### src/rtl/sonar_rx_frame.sv
// Sonar link receiver: 7O1 UART deserialiser feeding an "AAA,DDD#" frame parser with BCD outputs.
// Optional macro SONAR_RX_PARITY_CHECK_EN turns parity mismatches into character errors.
module sonar_rx_frame #(
  parameter int CLKS_PER_BIT = 434,
  parameter int CNT_W        = 9
) (
  input  logic        clock,
  input  logic        reset,
  input  logic        rx,
  output logic [11:0] angulo,
  output logic [11:0] distancia,
  output logic        pronto,
  output logic        erro,
  output logic [3:0]  db_estado_rx,
  output logic [3:0]  db_estado_parser,
  output logic [6:0]  db_caractere
);

  typedef enum logic [3:0] {
    S_IDLE   = 4'd0,
    S_START  = 4'd1,
    S_DATA   = 4'd2,
    S_PARITY = 4'd3,
    S_STOP   = 4'd4
  } rx_state_t;

  localparam logic [CNT_W-1:0] HALF_M1 = CNT_W'(CLKS_PER_BIT / 2 - 1);
  localparam logic [CNT_W-1:0] FULL_M1 = CNT_W'(CLKS_PER_BIT - 1);

  localparam logic [6:0] CH_HASH  = 7'h23;
  localparam logic [6:0] CH_COMMA = 7'h2C;

  // ---------------- input synchroniser and bit engine ----------------
  logic            rx_meta_q, rx_sync_q;
  rx_state_t       state_q, state_d;
  logic [CNT_W-1:0] cnt_q, cnt_d;
  logic [2:0]      bit_q, bit_d;
  logic [6:0]      shift_q, shift_d;
  logic [6:0]      char_q, char_d;
  logic            char_ok_q, char_ok_d;
  logic            char_err_q, char_err_d;
`ifdef SONAR_RX_PARITY_CHECK_EN
  logic            parity_err_q, parity_err_d;
`endif

  always_ff @(posedge clock) begin
    if (reset) begin
      rx_meta_q  <= 1'b1;
      rx_sync_q  <= 1'b1;
      state_q    <= S_IDLE;
      cnt_q      <= '0;
      bit_q      <= '0;
      shift_q    <= '0;
      char_q     <= '0;
      char_ok_q  <= 1'b0;
      char_err_q <= 1'b0;
`ifdef SONAR_RX_PARITY_CHECK_EN
      parity_err_q <= 1'b0;
`endif
    end else begin
      rx_meta_q  <= rx;
      rx_sync_q  <= rx_meta_q;
      state_q    <= state_d;
      cnt_q      <= cnt_d;
      bit_q      <= bit_d;
      shift_q    <= shift_d;
      char_q     <= char_d;
      char_ok_q  <= char_ok_d;
      char_err_q <= char_err_d;
`ifdef SONAR_RX_PARITY_CHECK_EN
      parity_err_q <= parity_err_d;
`endif
    end
  end

  always_comb begin
    state_d    = state_q;
    cnt_d      = cnt_q;
    bit_d      = bit_q;
    shift_d    = shift_q;
    char_d     = char_q;
    char_ok_d  = 1'b0;
    char_err_d = 1'b0;
`ifdef SONAR_RX_PARITY_CHECK_EN
    parity_err_d = parity_err_q;
`endif
    unique case (state_q)
      S_IDLE: begin
        cnt_d = '0;
        if (!rx_sync_q) state_d = S_START;
      end
      S_START: begin
        // Mid-start sample: a high line here was only a glitch.
        if (cnt_q == HALF_M1) begin
          cnt_d   = '0;
          bit_d   = '0;
          state_d = rx_sync_q ? S_IDLE : S_DATA;
        end else begin
          cnt_d = cnt_q + 1'b1;
        end
      end
      S_DATA: begin
        if (cnt_q == FULL_M1) begin
          cnt_d   = '0;
          shift_d = {rx_sync_q, shift_q[6:1]};
          if (bit_q == 3'd6) state_d = S_PARITY;
          else               bit_d   = bit_q + 1'b1;
        end else begin
          cnt_d = cnt_q + 1'b1;
        end
      end
      S_PARITY: begin
        if (cnt_q == FULL_M1) begin
          cnt_d   = '0;
          state_d = S_STOP;
`ifdef SONAR_RX_PARITY_CHECK_EN
          parity_err_d = ~(^{shift_q, rx_sync_q});
`endif
        end else begin
          cnt_d = cnt_q + 1'b1;
        end
      end
      S_STOP: begin
        if (cnt_q == FULL_M1) begin
          cnt_d   = '0;
          state_d = S_IDLE;
          char_d  = shift_q;
`ifdef SONAR_RX_PARITY_CHECK_EN
          if (!rx_sync_q || parity_err_q) char_err_d = 1'b1;
          else                            char_ok_d  = 1'b1;
`else
          if (!rx_sync_q) char_err_d = 1'b1;
          else            char_ok_d  = 1'b1;
`endif
        end else begin
          cnt_d = cnt_q + 1'b1;
        end
      end
      default: state_d = S_IDLE;
    endcase
  end

  always_comb begin
    db_estado_rx = state_q;
    db_caractere = char_q;
  end

  // ---------------- frame parser ----------------
  logic [2:0]       idx_q, idx_d;
  logic             sync_q, sync_d;
  logic [5:0][3:0]  dig_q, dig_d;
  logic [11:0]      ang_q, ang_d;
  logic [11:0]      dist_q, dist_d;
  logic             pronto_q, pronto_d;
  logic             erro_q, erro_d;

  logic             is_digit, is_hash, is_comma, expect_ok;
  logic [2:0]       slot;

  always_ff @(posedge clock) begin
    if (reset) begin
      idx_q    <= '0;
      sync_q   <= 1'b0;
      dig_q    <= '0;
      ang_q    <= '0;
      dist_q   <= '0;
      pronto_q <= 1'b0;
      erro_q   <= 1'b0;
    end else begin
      idx_q    <= idx_d;
      sync_q   <= sync_d;
      dig_q    <= dig_d;
      ang_q    <= ang_d;
      dist_q   <= dist_d;
      pronto_q <= pronto_d;
      erro_q   <= erro_d;
    end
  end

  always_comb begin
    is_digit = (char_q >= 7'h30) && (char_q <= 7'h39);
    is_hash  = (char_q == CH_HASH);
    is_comma = (char_q == CH_COMMA);
    case (idx_q)
      3'd3:    expect_ok = is_comma;
      3'd7:    expect_ok = is_hash;
      default: expect_ok = is_digit;
    endcase
    // Indices 0..2 map to slots 0..2, indices 4..6 to slots 3..5.
    slot = (idx_q < 3'd4) ? idx_q : idx_q - 3'd1;

    idx_d    = idx_q;
    sync_d   = sync_q;
    dig_d    = dig_q;
    ang_d    = ang_q;
    dist_d   = dist_q;
    pronto_d = 1'b0;
    erro_d   = 1'b0;

    if (char_err_q) begin
      erro_d = 1'b1;
      sync_d = 1'b1;
      idx_d  = '0;
      dig_d  = '0;
    end else if (char_ok_q) begin
      if (sync_q) begin
        if (is_hash) begin
          sync_d = 1'b0;
          idx_d  = '0;
        end
      end else if (expect_ok) begin
        if (idx_q == 3'd7) begin
          ang_d    = {dig_q[0], dig_q[1], dig_q[2]};
          dist_d   = {dig_q[3], dig_q[4], dig_q[5]};
          pronto_d = 1'b1;
          idx_d    = '0;
        end else begin
          dig_d[slot] = char_q[3:0];
          idx_d       = idx_q + 1'b1;
        end
      end else begin
        // A stray '#' is itself a frame boundary, so restart without SYNC.
        erro_d = 1'b1;
        dig_d  = '0;
        idx_d  = '0;
        if (!is_hash) sync_d = 1'b1;
      end
    end
  end

  always_comb begin
    angulo           = ang_q;
    distancia        = dist_q;
    pronto           = pronto_q;
    erro             = erro_q;
    db_estado_parser = sync_q ? 4'hF : {1'b0, idx_q};
  end

endmodule

### config.mk
export PLATFORM = sky130hd
export DESIGN_NAME = sonar_rx_frame
export DESIGN_NICKNAME = d
export VERILOG_FILES = /design/src/rtl/sonar_rx_frame.sv
export SDC_FILE = /design/constraint.sdc
export NUM_CORES = 1
export LEC_CHECK = 0
export CAP_MARGIN = 10
export CORE_MARGIN = 4
export CORE_UTILIZATION = 59
export CTS_CLUSTER_SIZE = 14
export DETAILED_ROUTE_END_ITERATION = 10
export GPL_TIMING_DRIVEN = 0
export PLACE_DENSITY_LB_ADDON = 0.05
export SYNTH_ARGS = -nofsm -noshare
export SYNTH_HDL_FRONTEND = slang
export SYNTH_SLANG_ARGS = --single-unit
### constraint.sdc
create_clock -name clock -period 3.58 [get_ports clock]
set_input_delay 0.537 -clock clock [delete_from_list [all_inputs] [get_ports clock]]
set_output_delay 0.537 -clock clock [all_outputs]
set_load 0.01 [all_outputs]
# ---- After elaboration in Yosys (flattened, before gate mapping)
# Cells that the tools add are included.
dict set report word_totals {
  reg_bits 88
  inputBits 3
  out_inout_bits 41
  wordCells 112
}
dict set report op_classes {
  addsub 4
  magnitude_cmp 5
  eq_ne 20
  muxes 39
  bitwise_logic 6
  reduce_logical 17
}
# op count
set ops {}
lappend ops {{24-bit 2-to-1 mux} 2}
lappend ops {{4-bit 2-to-1 mux} 8}
lappend ops {{9-bit case mux with 3 select lines} 1}
lappend ops {{24-bit bitwise mux} 1}
lappend ops {{3-bit 2-to-1 mux} 8}
lappend ops {{4-bit case mux with 5 select lines} 1}
lappend ops {{9-bit 2-to-1 mux} 2}
lappend ops {{2-bit inequality test (second input constant)} 8}
lappend ops {{7-bit by 6-bit equality test with 1-bit output (second input constant)} 2}
lappend ops {{4-bit demux with 3-bit select} 1}
lappend ops {{1-bit 2-to-1 mux} 12}
lappend ops {{9-bit by 1-bit adder with 9-bit output (second input constant)} 1}
lappend ops {{9-bit by 8-bit equality test with 1-bit output (second input constant)} 1}
lappend ops {{9-bit equality test (second input constant)} 1}
lappend ops {{4-bit by 2-bit equality test with 1-bit output (second input constant)} 2}
lappend ops {{7-bit by 6-bit greater-or-equal comparator with 1-bit output (second input constant)} 1}
lappend ops {{7-bit by 6-bit less-or-equal comparator with 1-bit output (second input constant)} 1}
lappend ops {{3-bit by 1-bit adder with 3-bit output (second input constant)} 2}
lappend ops {{3-bit equality test (second input constant)} 2}
lappend ops {{1-bit NOT} 6}
lappend ops {{3-bit case mux with 2 select lines} 1}
lappend ops {{2-bit AND reduction} 3}
lappend ops {{6-bit AND reduction} 1}
lappend ops {{3-bit OR reduction} 2}
lappend ops {{19 further kinds} 21}

# ---- Depth between registers and ports, before layout
# Gate-level depths: netlist (run 1).
dict set report depth {
  ltp_word 9
  ltp_mapped 10
  ltp_nobuf 7
}

# ---- Least setup slack after synthesis (run 1)
# No wires, ideal clock.
dict set report synth_timing {
  kind {register to register}
  start {register idx_q[2]}
  end {register dig_q[10] (netlist name)}
  t_arrival_ns 1.932
  required_time_ns 3.519
  setup_slack_ns 1.586
  stages_incl_launch_ff 10
  n_path_buf 3
  synth_period_minus_slack_ns 1.994
  cell_sequence {dfxtp_1 > clkbuf_1 > inv_1 > ha_1 > nor4b_1 > and3_1 > o21ba_1 > buf_4 > buf_2 > a32o_1}
}
dict set report synth_via {
  elab_chain_len 9
}
# element line
set synth_rtl {}
lappend synth_rtl {{from (decl)} 149} ;# logic [2:0] idx_q, idx_d;
lappend synth_rtl {{from (signal assigned)} 170} ;# idx_q <= idx_d;
lappend synth_rtl {{3-bit by 1-bit subtractor with 3-bit output / 3-bit < comparator (equally long branches)} 190} ;# slot = (idx_q < 3'd4) ? idx_q : idx_q - 3'd1;
lappend synth_rtl {{3-bit 2-to-1 mux} 190}
lappend synth_rtl {{3-bit by 4-bit < comparator with 1-bit output (not written as such) / 3-bit by 1-bit greater-or-equal comparator with 1-bit output (equally long branches)} 218} ;# dig_d[slot] = char_q[3:0];
lappend synth_rtl {{1-bit logical AND (not written as such)} 218}
lappend synth_rtl {{4-bit 2-to-1 mux (not written as such)} 218}
lappend synth_rtl {{4-bit demux with 3-bit select} 218}
lappend synth_rtl {{24-bit bitwise mux} 218}
lappend synth_rtl {{24-bit 2-to-1 mux} 212} ;# if (idx_q == 3'd7) begin
lappend synth_rtl {{24-bit 2-to-1 mux} 211} ;# end else if (expect_ok) begin
lappend synth_rtl {{to (signal assigned)} 172} ;# dig_q <= dig_d;
lappend synth_rtl {{to (decl)} 151} ;# logic [5:0][3:0] dig_q, dig_d;
# Parallel ways exist; a longest one is shown, timed or not. The select of a mux whose other input is x is not followed.
# A chain may end at the register's enable or synchronous reset.

# ---- Final worst setup path (run 1)
dict set report layout_timing {
  start {register idx_q[2]}
  end {register dig_q[13] (netlist name)}
}
# Same word-level chain as after synthesis.

==> impl_metrics.json, run 1 <==
{
  "cts_resized": 0,
  "ys_types": 55,
  "drc": 0,
  "worst_slew_pin_slew_ns": 0.782,
  "cts_max_path_buffers": 2,
  "cp_cell_sequence": "clkbuf_1, inv_1, ha_1, nor4b_1, and3_1, a211oi_4, nor3_1, a32o_1",
  "final.min_clock_period_ns": 2.42,
  "nets": 462,
  "slew_viol_final": 0,
  "status": "completed",
  "vias_per_cell": 5.89,
  "initial_core_util_pct": 61.5,
  "worstReg2RegStart": "idx_q[2]",
  "clkSinkCount": 87,
  "firstDrtPassIters": 5,
  "r2r_end": "dig_q[13]",
  "area_growth_pct": 20.7,
  "crit_type": "reg2reg",
  "die_w_um": 86.8,
  "synth_top_area_share_pct": 47.6,
  "io_buffers": 41,
  "antenna_found_initial": 0,
  "drt-initial-drc-count": 283,
  "clk_root_buffer_cell": "clkbuf_8",
  "p_leak_nw": 1.69,
  "num_rows": 28,
  "start_kind": "flip-flop",
  "postLayoutCellArea_sq_um": 4420,
  "fillers": 456,
  "dpl_cell_area_sq_um": 4170,
  "async_flop_share_pct": 0,
  "p_per_area_nw_per_um2": 442,
  "dp.cells": 514,
  "vias": 3123,
  "hold_end": "rx_sync_q",
  "syn_avg_cell_area_sq_um": 9.20,
  "post_cts_buffers": 0,
  "ys_ff_latch": 87,
  "cp.arrival_ns": 2.71,
  "synth_flop_cell": "dfxtp_1",
  "path_max_fanout": 10,
  "max_slew_margin_pct": 47.4,
  "crit_family": "simple AND/OR/NAND/NOR gates",
  "final_cell_mix": "87 x dfxtp_1, 56 x nand2_1, 41 x clkdlybuf4s50_1, 38 x nor2_1, 32 x a21oi_1",
  "ys_seq_area_share_pct": 47.6,
  "cp_num_cells": 8,
  "grt_pass1_wl_um": 13500,
  "final-hold-violation-count": 0,
  "skew_ns": 0.0134,
  "final_common_cell": "dfxtp_1",
  "diodes": 0,
  "holdCritPathClass": "reg2reg",
  "synth_edf_count": 0,
  "r2r_slack_ns": 1.16,
  "grt_start_max_net_pins": 15,
  "wl_per_cell_um": 15.6,
  "max_cap_viol_count": 0,
  "utilization_pct": 74.2,
  "numCtsBuffers": 9,
  "slowest_stage": "nor3_1",
  "htreeDepth": 3,
  "hold_buffers": 0,
  "yosys.area.top_type": "dfxtp_1",
  "dieHeight_um": 86.8,
  "pre_cts_slack_ns": 1.24,
  "yosys_warnings": 0,
  "dp_hpwl_um": 5770,
  "grt_pass1_vias": 2730,
  "ios": 44,
  "worst_slack_ns": 1.16,
  "grt_usage_pct": 22.8,
  "whs_ns": 0.430,
  "path_buf_inv": 2,
  "syn_nets": 410,
  "syn_area_sq_um": 3660,
  "clkLatencyLatePin_ns": 0.36,
  "cp.required_ns": 3.87,
  "hold_start": "rx_meta_q",
  "fmax_mhz": 414,
  "min_period_over_period_pct": 67.5,
  "endpoint_kind": "flip-flop",
  "place.gp.congestion": 0.847,
  "final_cells": 530,
  "setup-violations-final": 0,
  "grt_overflow": 0,
  "cts_tree": "yes",
  "crit_path_max_incr_delay_ns": 0.50,
  "core_sq_um": 5960,
  "dieArea_sq_um": 7530,
  "r2r_cells": 8,
  "finalSetupTns_ns": 0,
  "syn_inst": 398,
  "finalWirelength_um": 8250,
  "synth_area_leaders": "dfxtp_1 48%, a32o_1 6.6%, nand2_1 5.7%",
  "drive_gt1_share_pct": 10.3,
  "vdd_ir_drop_max_v": 0.000266,
  "power.total_mw": 1.95,
  "holdPathStages": 1,
  "postRouteAntennaNets": 0,
  "rsz0062_at_grt": "no",
  "path_clk_slew_ns": 0.09
}
-- sequential cells by signal (all words and copies together), names as in the netlist, 3 cells and up --
register / cells
dig_q: 24
angulo: 12
distancia: 12
cnt_q: 9
db_caractere: 7
shift_q: 7
bit_q: 3
db_estado_rx: 3
idx_q: 3
-- cells in the mapped netlist, types with 3 or more instances --
| master | n |
|---|---|
| a211oi_1 | 4 |
| a21oi_1 | 32 |
| a22oi_1 | 3 |
| a31oi_1 | 3 |
| a32o_1 | 24 |
| and3_1 | 3 |
| buf_2 | 12 |
| buf_4 | 5 |
| clkbuf_1 | 15 |
| dfxtp_1 | 87 |
| ha_1 | 9 |
| inv_1 | 8 |
| mux2i_1 | 17 |
| nand2_1 | 56 |
| nand3_1 | 3 |
| nand4_1 | 4 |
| nand4b_1 | 3 |
| nor2_1 | 38 |
| nor3_1 | 11 |
| nor3b_1 | 3 |
| nor4_1 | 3 |
| o21ai_0 | 7 |
| or2_2 | 5 |
| or3_1 | 3 |
| xor2_1 | 3 |
-- cell type report --
| class | instances | area, sq um | area share [%] |
|---|---|---|---|
| clock inverters | 5 | 104 | 2.35 |
| inverters | 8 | 30.0 | 0.679 |
| clock buffers | 11 | 151 | 3.42 |
| repair buffers | 41 | 410 | 9.28 |
| plain buffers | 32 | 154 | 3.48 |
| flip-flops and latches | 87 | 1740 | 39.4 |
| well taps | 75 | 93.8 | 2.12 |
| multi-input cells | 271 | 1740 | 39.3 |
-- worst reg2reg max path, cell delays in order, from the launching register on --
cell and delay [ns]:
dfxtp_1 0.34, clkbuf_1 0.33, inv_1 0.15, ha_1 0.24, nor4b_1 0.21, and3_1 0.28, a211oi_4 0.10, nor3_1 0.50
a32o_1 0.21
-- worst max-delay path by stage --
| stage | slack, ns | startpoint | end |
|---|---|---|---|
| global placement | 1.30 | idx_q[2] | dig_q[6] |
| global route | 0.92 | idx_q[2] | dig_q[13] |
| finish | 1.16 | idx_q[2] | dig_q[13] |
| floorplan | 1.59 | idx_q[2] | dig_q[10] |
| CTS | 1.15 | idx_q[2] | dig_q[13] |
| detailed placement | 1.24 | idx_q[2] | dig_q[13] |
-- power by group --
part / total [mW] / switching [mW] / leakage (nW) / internal [mW]
combinational: 0.128 / 0.0819 / 0.862 / 0.0464
sequential: 0.981 / 0.00708 / 0.701 / 0.974
clock: 0.845 / 0.343 / 0.130 / 0.502
-- kinds of logic after synthesis --
kind of cell	after synthesis	synth area share [%]
and+or+nand+nor	155	21.5
buffers and inverters	40	5.02
AOI/OAI and AO/OA	85	17.1
other	1	0.102
xor gates and xnor gates	4	0.957
DFF	87	47.6
muxes	17	4.65
adders and majority gates	9	3.08
-- layer usage --
layer / track usage [%] / vias up / share of wire, %
li1: - / 1522 / -
met1: 32.9 / 1486 / 47
met2: 34.7 / 102 / 45
met3: 3.23 / 13 / 5.9
met4: 8.50 / 0 / 1.6
met5: 0 / - / 0
No activity file was read; power rests on OpenSTA's default activity.
==> run 2: changes to the inputs <==
CORE_UTILIZATION = 55   (was 59)
clock period = 2.5 ns   (was 3.58 ns; I/O delays follow)
==> impl_metrics.json, run 2 (synthesis gave the netlist of run 1 again) <==
{
  "cts_max_path_buffers": 2,
  "global_route.usage.met2_pct": 33.4,
  "cp.arrival_ns": 2.44,
  "worst_slew_pin_slew_ns": 0.648,
  "path_clk_slew_ns": 0.08,
  "io_buffers": 41,
  "numCtsBuffers": 9,
  "finalSetupTns_ns": 0,
  "core_sq_um": 6420,
  "cp.required_ns": 2.70,
  "start_kind": "flip-flop",
  "min_period_over_period_pct": 89.6,
  "r2r_slack_ns": 0.26,
  "postRouteAntennaNets": 0,
  "clkLatencyLatePin_ns": 0.34,
  "clkSinkCount": 87,
  "slew_viol_final": 0,
  "dieHeight_um": 89.6,
  "largest_reg_flops": 24,
  "die_w_um": 89.6,
  "crit_start": "idx_q[2]",
  "clk_root_buffer_cell": "clkbuf_8",
  "wl_per_cell_um": 14.5,
  "drive_gt1_share_pct": 11.0,
  "grt_start_max_net_pins": 14,
  "skew_ns": 0.00819,
  "num_rows": 29,
  "worstReg2RegStart": "idx_q[2]",
  "p_per_area_nw_per_um2": 582,
  "vdd_ir_drop_max_v": 0.000440,
  "r2r_end": "distancia[5]",
  "grt_overflow": 0,
  "htreeDepth": 3,
  "fillers": 544,
  "final_cells": 531,
  "multi_input_area_sq_um": 1750,
  "grt_pass1_wl_um": 13100,
  "rsz0062_at_grt": "no",
  "max_slew_margin_pct": 56.4,
  "drc": 0,
  "crit_path_end": "distancia[5]",
  "pre_cts_slack_ns": 0.110,
  "initial_core_util_pct": 57.0,
  "final-seq-area_sq_um": 1740,
  "p_leak_nw": 1.67,
  "path_max_fanout": 10,
  "fmax_mhz": 446,
  "final-hold-violation-count": 0,
  "max_cap_viol_count": 0,
  "dp.cells": 516,
  "diodes": 0,
  "ios": 44,
  "setup-violations-final": 0,
  "crit_type": "reg2reg",
  "vias_per_cell": 5.56,
  "power.total_mw": 2.55,
  "postLayoutCellArea_sq_um": 4380,
  "dpl_cell_area_sq_um": 4170,
  "drt-initial-drc-count": 90,
  "place.gp.congestion": 0.885,
  "cts_tree": "yes",
  "vias": 2955,
  "top_register": "dig_q",
  "dp_hpwl_um": 5600,
  "whs_ns": 0.416,
  "nets": 462,
  "status": "completed",
  "grt_pass1_vias": 2835,
  "antenna_found_initial": 0,
  "area_growth_pct": 19.6,
  "grt-busiest-layer": "met2",
  "worst_slack_ns": 0.260,
  "final_common_cell": "dfxtp_1",
  "met1_usage_pct": 28.0,
  "finalWirelength_um": 7680,
  "final_cell_mix": "87 x dfxtp_1, 56 x nand2_1, 41 x clkdlybuf4s50_1, 38 x nor2_1, 32 x a21oi_1",
  "endpoint_kind": "flip-flop",
  "holdCritPathClass": "reg2reg",
  "utilization_pct": 68.2,
  "final.min_clock_period_ns": 2.24,
  "firstDrtPassIters": 4,
  "r2r_cells": 9,
  "use_met3_pct": 5.84,
  "grt_usage_pct": 21.0,
  "dieArea_sq_um": 8030
}
## run 2: cell count changes in the layout (fill, tap and decap cells not counted)
cell	previous run	this run
bufinv_16	3	1
clkbuf_1	15	13
clkbuf_2	0	3
clkinv_4	1	0
clkinvlp_4	0	1
nor3_1	11	9
nor3_2	2	4
## run 2: area by class of cell
type,count,area share [%]
multi-input cells,271,39.9
repair buffers,41,9.37
clock inverters,3,0.971
plain buffers,32,3.60
well taps,77,2.20
clock buffers,12,3.54
inverters,8,0.686
flip-flops and latches,87,39.8
## run 2: timing repair
item	CTS	global route
gates resized for setup	0	8
setup buffers	0	0
setup endpoints to repair	0	45
hold buffers	0	0
## run 2: worst max-delay path, stage by stage, from the launching register on
cell and delay, ns:
dfxtp_1 0.32, clkbuf_2 0.18, inv_1 0.13, ha_1 0.18, nand4b_1 0.16, o2bb2ai_2 0.30
nand3_1 0.34, clkbuf_2 0.31, nand2_1 0.11, a21oi_1 0.06
## run 2: worst min-delay path by stage
stage                          from   endpoint  slack [ns]  cells after the start
final                     rx_meta_q  rx_sync_q        0.42                      1
after global routing      rx_meta_q  rx_sync_q        0.44                      1
after CTS                 rx_meta_q  rx_sync_q        0.42                      1
after detailed placement  rx_meta_q  rx_sync_q        0.40                      1
after global placement    rx_meta_q  rx_sync_q        0.40                      1
after floorplan           rx_meta_q  rx_sync_q        0.39                      1
## run 2: routing by layer
| metal | wire length (um) | vias up | share of wire (%) |
|---|---|---|---|
| met5 | 0 | - | 0 |
| met4 | 125 | 0 | 1.6 |
| met3 | 345 | 9 | 4.5 |
| met2 | 3470 | 61 | 45 |
| met1 | 3730 | 1363 | 49 |
| li1 | - | 1522 | - |
## run 2: power by group
part	internal (mW)	switching (mW)	leakage, nW
sequential	1.40	0.00887	0.701
combinational	0.0668	0.112	0.871
clock	0.510	0.455	0.0985
total	1.97	0.576	1.67
==> run 3: changes to the inputs <==
CORE_MARGIN = 1   (was 4)
==> impl_metrics.json, run 3 (synthesis gave the netlist of run 1 again) <==
{
  "antenna_found_initial": 0,
  "status": "completed",
  "vias_per_cell": 5.80,
  "die_w_um": 83.6,
  "diodes": 0,
  "largest_reg_flops": 24,
  "cp.required_ns": 2.74,
  "postRouteAntennaNets": 0,
  "cts_max_path_buffers": 2,
  "clk_root_buffer_cell": "clkbuf_8",
  "finalSetupTns_ns": 0,
  "rsz0062_at_grt": "no",
  "final_cells": 532,
  "path_clk_slew_ns": 0.08,
  "holdPathStages": 1,
  "crit_type": "reg2reg",
  "dieArea_sq_um": 6990,
  "final.min_clock_period_ns": 2.32,
  "firstDrtPassIters": 8,
  "hold_start": "rx_meta_q",
  "num_rows": 29,
  "nets": 462,
  "wl_per_cell_um": 15.3,
  "endpoint_kind": "flip-flop",
  "grt_pass1_wl_um": 13600,
  "cp.arrival_ns": 2.56,
  "grt_start_max_net_pins": 15,
  "max_cap_viol_count": 0,
  "holdCritPathClass": "reg2reg",
  "ios": 44,
  "p_per_area_nw_per_um2": 610,
  "final_common_cell": "dfxtp_1",
  "clkLatencyLatePin_ns": 0.35,
  "skew_ns": 0.00554,
  "drc": 0,
  "clkSinkCount": 87,
  "final_cell_mix": "87 x dfxtp_1, 56 x nand2_1, 41 x clkdlybuf4s50_1, 38 x nor2_1, 32 x a21oi_1",
  "area_growth_pct": 20.6,
  "fmax_mhz": 432,
  "dieHeight_um": 83.6,
  "dp.cells": 516,
  "initial_core_util_pct": 57.3,
  "min_period_over_period_pct": 92.7,
  "dp_hpwl_um": 5720,
  "hold_buffers": 0,
  "io_buffers": 41,
  "vias": 3085,
  "vdd_ir_drop_max_v": 0.000415,
  "utilization_pct": 69.2,
  "post_cts_buffers": 0,
  "r2r_end": "dig_q[12]",
  "cts_tree": "yes",
  "grt_pass1_vias": 2881,
  "grt_overflow": 0,
  "worst_slew_pin_slew_ns": 0.768,
  "core_sq_um": 6390,
  "grt_usage_pct": 24.3,
  "p_leak_nw": 1.68,
  "final-hold-violation-count": 0,
  "top_register": "dig_q",
  "dpl_cell_area_sq_um": 4170,
  "worstReg2RegStart": "idx_q[0]",
  "htreeDepth": 3,
  "r2r_slack_ns": 0.18,
  "numCtsBuffers": 9,
  "slew_viol_final": 0,
  "drt-initial-drc-count": 124,
  "place.gp.congestion": 0.837,
  "path_max_fanout": 10,
  "hold_end": "rx_sync_q",
  "r2r_cells": 8,
  "max_slew_margin_pct": 48.3,
  "postLayoutCellArea_sq_um": 4420,
  "finalWirelength_um": 8160,
  "setup-violations-final": 0,
  "drive_gt1_share_pct": 11.0,
  "start_kind": "flip-flop"
}
run 3: how the worst max path moves through the flow:
stage	startpoint	end	slack (ns)	depth (start not counted)
2_1_floorplan	idx_q[2]	dig_q[10]	0.51	9
3_3_place_gp	idx_q[2]	dig_q[7]	0.18	8
3_5_place_dp	idx_q[2]	dig_q[4]	0.04	8
4_1_cts	idx_q[2]	dig_q[4]	0.002	8
5_1_grt	idx_q[0]	dig_q[13]	0.02	8
6_report	idx_q[0]	dig_q[12]	0.18	8
run 3: what timing repair did:
action / in CTS / in global routing
endpoints found under the setup margin: 0 / 38
endpoints found under the hold margin: 0 / 0
gates resized for setup: 0 / 5
run 3: worst max-delay path: stages, from the launching register on:
cell      delay, ns
dfxtp_1        0.34
clkbuf_1       0.35
inv_1          0.20
ha_1           0.38
nor4bb_1       0.35
a31oi_1        0.12
nor2_1         0.15
nor3_1         0.10
a32o_1         0.24
run 3: layout make-up:
class                           count  area (sq um)
Multi-Input combinational cell    271          1750
Buffer                             32           155
Clock inverter                      4          77.6
Clock buffer                       12           155
Fill cell                         553          1970
Inverter                            8          30.0
Tap cell                           77          96.3
Sequential cell                    87          1740
Timing Repair Buffer               41           410
run 3: report_power, final:
group / internal (mW) / total, mW / switching (mW)
Clock: 0.622 / 1.11 / 0.487
Combinational: 0.0678 / 0.183 / 0.115
Sequential: 1.40 / 1.40 / 0.00880
Total: 2.08 / 2.70 / 0.611
run 3: per-layer routing:
layer	track usage (%)	vias to the layer above	wire length [um]
li1	-	1529	-
met1	32.0	1475	3900
met2	39.4	67	3820
met3	4.75	14	309
met4	9.40	0	137
met5	0	-	0
run 3: per-stage QoR:
stage | total power [mW] | setup slack (ns) | hold WS [ns]
finish | 2.70 | 0.183 | 0.416
global route | 2.79 | 0.0236 | 0.439
CTS | 2.71 | 0.00176 | 0.419
floorplan | 1.57 | 0.506 | 0.389
detailed placement | 1.62 | 0.0379 | 0.399
global placement | 1.61 | 0.178 | 0.396
